## config.mk

```make
export PLATFORM = sky130hd
export DESIGN_NAME = sram_word_ctrl
export DESIGN_NICKNAME = d
export VERILOG_FILES = /design/src/rtl/sram_ctrl_pkg.sv /design/src/rtl/sram_rr_arb.sv /design/src/rtl/sram_word_ctrl.sv
export SDC_FILE = /design/constraint.sdc
export NUM_CORES = 1
export LEC_CHECK = 0
export CAP_MARGIN = 10
export CORE_ASPECT_RATIO = 0.9
export CORE_MARGIN = 2
export CORE_UTILIZATION = 44
export CTS_CLUSTER_SIZE = 14
export DETAILED_ROUTE_END_ITERATION = 8
export PLACE_DENSITY = 0.81
export SLEW_MARGIN = 20
export SYNTH_ARGS = -nofsm -noshare
export SYNTH_HDL_FRONTEND = slang
export SYNTH_SLANG_ARGS = --single-unit
```

## constraint.sdc

```tcl
create_clock -name clk -period 3.2 [get_ports clk]
set_clock_uncertainty 0.05 [all_clocks]
set_input_delay 0.64 -clock clk [delete_from_list [all_inputs] [get_ports clk]]
set_output_delay 0.64 -clock clk [all_outputs]
set_load 0.01 [all_outputs]
```

## src/rtl/sram_ctrl_pkg.sv

```systemverilog
// sram_ctrl_pkg: shared types and SRAM geometry for the word controller
package sram_ctrl_pkg;
    localparam int SRAM_AW = 10;
    localparam int SRAM_DW = 8;
    typedef enum logic [2:0] {IDLE, CPU_ACC, TAIL, RESP, LD_WR} state_t;
    typedef enum logic {GNT_CPU, GNT_LD} grant_t;
endpackage

```

## src/rtl/sram_rr_arb.sv

```systemverilog
// sram_rr_arb: two-requester round-robin arbiter, loader counts as last winner after reset
module sram_rr_arb
    import sram_ctrl_pkg::*;
(
    input  logic clk,
    input  logic rst,
    input  logic en,
    input  logic req_cpu,
    input  logic req_ld,
    output logic gnt_cpu,
    output logic gnt_ld
);
    grant_t last;
    assign gnt_cpu = en && req_cpu && (!req_ld || last == GNT_LD);
    assign gnt_ld  = en && req_ld && !gnt_cpu;
    // remember the most recent winner so a tie goes to the other side
    always_ff @(posedge clk or posedge rst)
        if (rst) last <= GNT_LD;
        else if (gnt_cpu) last <= GNT_CPU;
        else if (gnt_ld) last <= GNT_LD;
endmodule

```

## src/rtl/sram_word_ctrl.sv

```systemverilog
// sram_word_ctrl: 32-bit picorv32 port and byte loader sharing one 8x1024 OpenRAM
module sram_word_ctrl
    import sram_ctrl_pkg::*;
#(
    parameter logic [31:0] BASE_ADDR = 32'h0000_0000
) (
    input  logic               clk,
    input  logic               rst,
    input  logic               mem_valid,
    input  logic               mem_instr,
    input  logic [31:0]        mem_addr,
    input  logic [31:0]        mem_wdata,
    input  logic [3:0]         mem_wstrb,
    output logic               mem_ready,
    output logic [31:0]        mem_rdata,
    input  logic               ld_valid,
    input  logic [SRAM_AW-1:0] ld_addr,
    input  logic [SRAM_DW-1:0] ld_data,
    output logic               ld_ready,
    output logic               sram_csb,
    output logic               sram_web,
    output logic [SRAM_AW-1:0] sram_addr,
    output logic [SRAM_DW-1:0] sram_din,
    input  logic [SRAM_DW-1:0] sram_dout,
    output logic               busy,
    output logic               err
);
    state_t      state, nxt;
    logic [1:0]  k, prev;
    logic [7:0]  word;
    logic [31:0] wdata, rdata;
    logic [3:0]  wstrb;
    logic        hit, hit_now, wr, gnt_cpu, gnt_ld, unused;
    assign hit_now = mem_addr[31:10] == BASE_ADDR[31:10];
    assign wr      = |wstrb;
    assign prev    = k - 2'd1;
    assign busy    = state != IDLE;
    assign unused  = ^{mem_instr, mem_addr[1:0]};
    sram_rr_arb u_arb (
        .clk    (clk),
        .rst    (rst),
        .en     (state == IDLE),
        .req_cpu(mem_valid),
        .req_ld (ld_valid),
        .gnt_cpu(gnt_cpu),
        .gnt_ld (gnt_ld)
    );
    // state register
    always_ff @(posedge clk or posedge rst)
        if (rst) state <= IDLE;
        else state <= nxt;
    // request latch, byte counter, read assembly and sticky range error
    always_ff @(posedge clk or posedge rst)
        if (rst) begin
            k     <= 2'd0;
            word  <= 8'd0;
            wdata <= 32'd0;
            wstrb <= 4'd0;
            hit   <= 1'b0;
            rdata <= 32'd0;
            err   <= 1'b0;
        end else begin
            k <= state == CPU_ACC ? k + 2'd1 : 2'd0;
            if (gnt_cpu) begin
                word  <= mem_addr[9:2];
                wdata <= mem_wdata;
                wstrb <= mem_wstrb;
                hit   <= hit_now;
                err   <= err | !hit_now;
            end
            if ((state == CPU_ACC && k != 2'd0) || state == TAIL) rdata[{prev, 3'b000} +: 8] <= sram_dout;
        end
    // next state and all port outputs, idle values first
    always_comb begin
        nxt       = state;
        mem_ready = 1'b0;
        mem_rdata = 32'd0;
        ld_ready  = 1'b0;
        sram_csb  = 1'b1;
        sram_web  = 1'b1;
        sram_addr = '0;
        sram_din  = '0;
        case (state)
            IDLE:    nxt = gnt_cpu ? (hit_now ? CPU_ACC : RESP) : gnt_ld ? LD_WR : IDLE;
            CPU_ACC: begin
                nxt       = k == 2'd3 ? TAIL : CPU_ACC;
                sram_addr = {word, k};
                sram_din  = wdata[{k, 3'b000} +: 8];
                sram_csb  = wr & !wstrb[k];
                sram_web  = wr ? !wstrb[k] : 1'b1;
            end
            TAIL:    nxt = RESP;
            RESP: begin
                nxt       = IDLE;
                mem_ready = 1'b1;
                mem_rdata = hit && !wr ? rdata : 32'd0;
            end
            LD_WR: begin
                nxt       = IDLE;
                ld_ready  = 1'b1;
                sram_csb  = 1'b0;
                sram_web  = 1'b0;
                sram_addr = ld_addr;
                sram_din  = ld_data;
            end
            default: nxt = IDLE;
        endcase
    end
endmodule

```

# [After elaboration in Yosys (flattened, before gate mapping)]
# Index checks and enable logic that the tools add are counted.
[totals] n_memories=0 out_inout_bits=56 mem_bits_rw=0 mem_bits_ro=0 register_bits=84 latch_bits=0 input_bits=99 elab_cells=62
[op_classes] magnitude_cmp=1 n_div=0 reduce_logical=19 add_sub_neg=3 n_bitwise=2 eq_ne=5 mux=20 n_shift=3 n_mul=0
[ops] operator="two-way mux 32 bit" n=2
[ops] operator="bitwise mux 32 bit" n=1
[ops] operator="variable shift 8 x 7 -> 32 bit, first input constant" n=1
[ops] operator="variable part select 32 x 6 -> 8 bit" n=1
[ops] operator="variable part select 8 x 7 -> 32 bit" n=1
[ops] operator="zero test 22 bit" n=1
[ops] operator="one-hot mux 10 bit (2 select lines)" n=1
[ops] operator="one-hot mux 8 bit (2 select lines)" n=1
[ops] operator="one-hot mux 3 bit (3 select lines)" n=1
[ops] operator="negator 5 -> 7 bit" n=1
[ops] operator="equality test 3 x 2 -> 1 bit, second input constant" n=2
[ops] operator="logical AND 1 bit" n=6
[ops] operator="two-way mux 1 bit" n=6
[ops] operator="two-way mux 2 bit" n=3
[ops] operator="two-way mux 3 bit" n=2
[ops] operator="zero test 1 bit" n=5
[ops] operator="one-hot mux 1 bit (2 select lines)" n=2
[ops] operator="nonzero test 2 bit" n=2
[ops] operator="OR reduction 4 bit" n=1
[ops] operator="equality test 3 x 1 -> 1 bit, second input constant" n=1
[ops] operator="equality test 3 bit, second input constant" n=1
[ops] operator="zero test 3 bit" n=1
[ops] operator="less-than comparator 2 x 3 -> 1 bit, second input constant" n=1
[ops] operator="nonzero test 3 bit" n=1
[ops] operator="other kinds (7)" n=8

# [Logic depth before layout (Yosys ltp)]
[logic_depth] word_depth=8 mapped_depth=8 depth_no_buf=6

# [Cells and area by module]
# Synthesis repeated with hierarchy kept, for this count alone.
[unflattened] cells_unflattened=346 area_unflattened_um2=4081.4
[by_module_without_submodules] mod="sram_word_ctrl" seq_area_each_um2=2077.0 cells_each=337 area_per_inst_um2=4015.1 n_inst=1
[by_module_without_submodules] mod="sram_rr_arb" seq_area_each_um2=26.3 cells_each=9 area_per_inst_um2=66.3 n_inst=1

# [Worst setup path before layout]
# Ideal clock, no wire load.
[synth_path] kind="register to register" startpoint="reg k[1]" endpoint="reg rdata[10]" path_stages_with_launch=9 t_arrival_ps=2527 required_time_ps=3083 path_slack_ps=556 setup_time_ps=67 path_buffers=2 period_less_slack_ps=2644 path_cell_list="dfrtp_1 > buf_1 > inv_1 > ha_1 > or3b_1 > a211o_1 > buf_6 > nor4b_4 > a22o_1"
[synth_via] elab_chain_len=4 elab_cells_between_ends=8 cone_classes="add/sub (2); shift (2); mux (1); reduce/logical (3)"
[synth_lines] item="start: declaration" line_no="sram_word_ctrl.sv:29" text="logic [1:0] k, prev;"
[synth_lines] item="start signal: assignment" line_no="sram_word_ctrl.sv:63" text="k <= state == CPU_ACC ? k + 2'd1 : 2'd0;"
[synth_lines] item="subtractor 2 x 1 -> 2 bit" line_no="sram_word_ctrl.sv:36" text="assign prev = k - 2'd1;"
[synth_lines] item="negator 5 -> 7 bit" line_no="sram_word_ctrl.sv:71" text="if ((state == CPU_ACC && k != 2'd0) || state == TAIL) rdata[{prev, 3'b000} +: 8] <= sram_dout;"
[synth_lines] item="variable part select 8 x 7 -> 32 bit or variable shift 8 x 7 -> 32 bit (tied branches)" line_no="sram_word_ctrl.sv:71"
[synth_lines] item="bitwise mux 32 bit" line_no="sram_word_ctrl.sv:71"
[synth_lines] item="end signal: indexed assignment" line_no="sram_word_ctrl.sv:71"
[synth_lines] item="end: declaration" line_no="sram_word_ctrl.sv:31" text="logic [31:0] wdata, rdata;"
# Parallel ways exist; a longest one is shown, timed or not.
# A chain may end at the register's enable or synchronous reset.

# [Final worst setup path]
[layout_path] startpoint="reg wstrb[0]" endpoint="out mem_rdata[2]"
[layout_via] elab_chain_len=5
[layout_lines] item="start: declaration" line_no="sram_word_ctrl.sv:32" text="logic [3:0] wstrb;"
[layout_lines] item="start signal: assignment" line_no="sram_word_ctrl.sv:67" text="wstrb <= mem_wstrb;"
[layout_lines] item="OR reduction 4 bit" line_no="sram_word_ctrl.sv:35" text="assign wr = |wstrb;"
[layout_lines] item="zero test 1 bit" line_no="sram_word_ctrl.sv:96" text="mem_rdata = hit && !wr ? rdata : 32'd0;"
[layout_lines] item="logical AND 1 bit" line_no="sram_word_ctrl.sv:96"
[layout_lines] item="two-way mux 32 bit" line_no="sram_word_ctrl.sv:96"
[layout_lines] item="two-way mux 32 bit" line_no="sram_word_ctrl.sv:83" text="case (state)"
[layout_lines] item="end: declaration" line_no="sram_word_ctrl.sv:15" text="output logic [31:0] mem_rdata,"
# Every way passes these cells.

==> impl_metrics.env <==
export IMPL_status="finished, final reports clean"
export IMPL_worst_r2r_cell_count=7
export IMPL_ys_ff_latch=84
export IMPL_cts_root_buf="clkbuf_8"
export IMPL_dp_slack_ns=0.4220
export IMPL_hp_start="wdata[11]"
export IMPL_htree_levels=3
export IMPL_holdPathEnd="wdata[11]"
export IMPL_synth_edf_count=0
export IMPL_syn_inst=392
export IMPL_reg2reg_from="k[0]"
export IMPL_fin_ws_ns=0.1265
export IMPL_setup_viol=0
export IMPL_arrival_ns=2.38
export IMPL_worstSetupStartpointType="flop"
export IMPL_grt_usage_pct=22.83
export IMPL_grt_max_degree=49
export IMPL_yosysSeqAreaShare_pct=52.94
export IMPL_synth_main_ff_cell="dfrtp_1"
export IMPL_area_delta_synth_final_pct=47.28
export IMPL_core_mm2=0.008688
export IMPL_die_w_um=104.2
export IMPL_die_area_mm2=0.009806
export IMPL_async_flop_share_pct=100.0
export IMPL_post_route_util_pct=67.34
export IMPL_drv_slew=0
export IMPL_timing_rr_end="rdata[9]"
export IMPL_yosysWarnings=0
export IMPL_portBuffers=151
export IMPL_synth_area_mm2=0.003973
export IMPL_diodes=0
export IMPL_dr_wl_met3_um=907
export IMPL_critPathMaxStageDelay_ns=0.59
export IMPL_gr_total_overflow=0
export IMPL_grt_pass1_wl_mm=17.70
export IMPL_hold_depth=2
export IMPL_layout_min_cycle_time_ns=3.073
export IMPL_routed_wl_met2_mm=5.298
export IMPL_die_h_um=94.14
export IMPL_avgRoutedWirePerCell_um=16.40
export IMPL_antenna_found_initial=0
export IMPL_cts_setup_buffers=0
export IMPL_drt_iter0_markers=113
export IMPL_rows=32
export IMPL_fin_crit_sh_pct=96.05
export IMPL_crit_fanout=16
export IMPL_grt_pass1_vias=3579
export IMPL_endpoint_kind="output port"
export IMPL_clkTransAtPathRegs_ns=0.08
export IMPL_critPathSlowestCell="or4_4"
export IMPL_peakVddDrop_mv=0.4235
export IMPL_ioPinCount=155
export IMPL_routed_via_density=5.201
export IMPL_dp_final_hpwl_mm=7.670
export IMPL_avgSynthCellArea_um2=10.13
export IMPL_max_cap_violations=0
export IMPL_drive_above_1_share_pct=8.272
export IMPL_leakage_nw=2.678
export IMPL_crit_required_ns=2.51
export IMPL_numCtsBuffers=9
export IMPL_cts_sinks=84
export IMPL_ctsLongestPathBuffers=2
export IMPL_p_per_area_mw_per_mm2=725.9
export IMPL_finalHoldViolCount=0
export IMPL_drt_wl_total_mm=10.87
export IMPL_top_layer="met4"
export IMPL_fin_setup_tns_ns=0
export IMPL_holdWs_ns=0.4301
export IMPL_wirelength_met1_mm=4.581
export IMPL_clk_latency_ns=0.36
export IMPL_max_freq_mhz=325.4
export IMPL_dr_total_vias=3448
export IMPL_hp_class="reg2reg"
export IMPL_synth_net_count=497
export IMPL_routabilityCongestion=0.8190
export IMPL_firstDrtPassIters=4
export IMPL_slew_headroom_pct=49.23
export IMPL_max_slew_worst_pin_slew_ns=0.7553
export IMPL_ant_nets=0
export IMPL_critPathKind="reg2out"
export IMPL_nNetsFinal=644
export IMPL_initial_core_util_pct=45.72
export IMPL_rsz0062_at_grt="no"
export IMPL_r2r_slack_ns=0.47
export IMPL_synth_distinct_cells=36
export IMPL_path_cells="or4_4 -> nor2_4 -> buf_4 -> and2_1 -> clkdlybuf4s50_1"
export IMPL_cts_tree="built"
export IMPL_drc=0
==> per-stage QoR <==
| step | power, mW | area, um2 | std cells |
|---|---|---|---|
| 2_1_floorplan | 2.702 | 3973 | 392 |
| 3_3_place_gp | 3.323 | 5605 | 646 |
| 3_5_place_dp | 3.401 | 5605 | 646 |
| 4_1_cts | 4.256 | 5828 | 662 |
| 5_1_grt | 4.518 | 5851 | 663 |
| 6_report | 4.247 | 5851 | 663 |
==> flip-flops by register name (all words and copies together), names as in the netlist, 2 cells and up <==
name	cells
rdata	32
wdata	32
k	2
wstrb	4
word	8
state	3
==> metal layers <==
metal  vias to the layer above  GRT usage, %
li1                       1628             -
met1                      1677         27.59
met2                       135         39.42
met3                         8         7.975
met4                         0         5.631
met5                         -             0
==> synthesized netlist by cell type (2+ instances only) <==
cell	number	area share, %
o21ai_0	2	0.25
nor3b_1	2	0.38
clkbuf_1	18	1.7
buf_1	2	0.19
nand2b_1	3	0.47
and2_1	34	5.4
inv_1	5	0.47
nand2_1	138	13
nor4_1	5	0.79
nand3_1	2	0.25
a21oi_1	3	0.38
ha_1	6	1.9
and3_1	4	0.63
dfrtp_1	83	52
mux4_2	9	5.1
nor2_1	5	0.47
buf_6	3	0.85
a22o_1	50	11
==> worst max path at each step <==
stage / from / end / slack [ns] / cells past startpoint
finish: wstrb[0] / mem_rdata[2] / 0.13 / 5
global route: wstrb[0] / mem_rdata[4] / 0.07 / 5
CTS: wstrb[0] / mem_rdata[24] / 0.03 / 5
detailed placement: wstrb[0] / mem_rdata[26] / 0.42 / 5
global placement: wstrb[0] / mem_rdata[8] / 0.43 / 5
floorplan: rst / err / 0.35 / 1
==> cell type report <==
| type | count | area [um2] |
|---|---|---|
| repair buffers | 160 | 1595 |
| fillers | 697 | 2838 |
| clock inverters | 7 | 98.84 |
| multi-input cells | 279 | 1760 |
| clock buffers | 9 | 123.9 |
| flip-flops and latches | 84 | 2103 |
| well taps | 119 | 148.9 |
| inverters | 5 | 20.02 |
==> power breakdown <==
group	switching (mW)	total [mW]	internal, mW
sequential	0.234	1.68	1.45
combinational	0.836	1.72	0.882
clock	0.405	0.850	0.445
==> critical path, delay by kind of cell, from the launching register on <==
kind	cells	cell delay [ns]
AND/OR/NAND/NOR	3	0.90
flip-flops	1	0.41
buffers and inverters	2	0.74
==> cells in the final DEF (no fill, tap or decap), drive strengths merged, types with 2 or more instances in the layout <==
master / Yosys / layout
clkdlybuf4s50: 0 / 151
nand2: 138 / 138
dfrtp: 83 / 83
a22o: 50 / 50
and2: 34 / 34
mux4: 9 / 9
clkbuf: 18 / 9
buf: 6 / 9
ha: 6 / 6
nor4: 6 / 6
inv: 5 / 6
nor2: 5 / 5
and3: 4 / 4
nand2b: 3 / 3
a21oi: 3 / 3
clkinv: 0 / 3
nor3b: 2 / 2
o21ai: 2 / 2
bufinv: 0 / 2
nand3: 2 / 2
or2b: 2 / 2
==> logic make-up (layout without fill, tap and decap cells) <==
kind of cell / count (synthesis) / after routing / share of synthesized area (%)
adders and majority gates: 6 / 6 / 1.890
buffers and inverters: 29 / 181 / 3.402
DFF: 84 / 84 / 52.94
and+or+nand+nor: 204 / 204 / 24.06
AOI/OAI and AO/OA: 60 / 60 / 12.60
muxes: 9 / 9 / 5.102
==> timing repair <==
action / CTS / global route
hold buffers: 0 / 0
resized for setup: 0 / 6
setup endpoints to repair: 0 / 31
No activity file was read; power rests on OpenSTA's default activity.
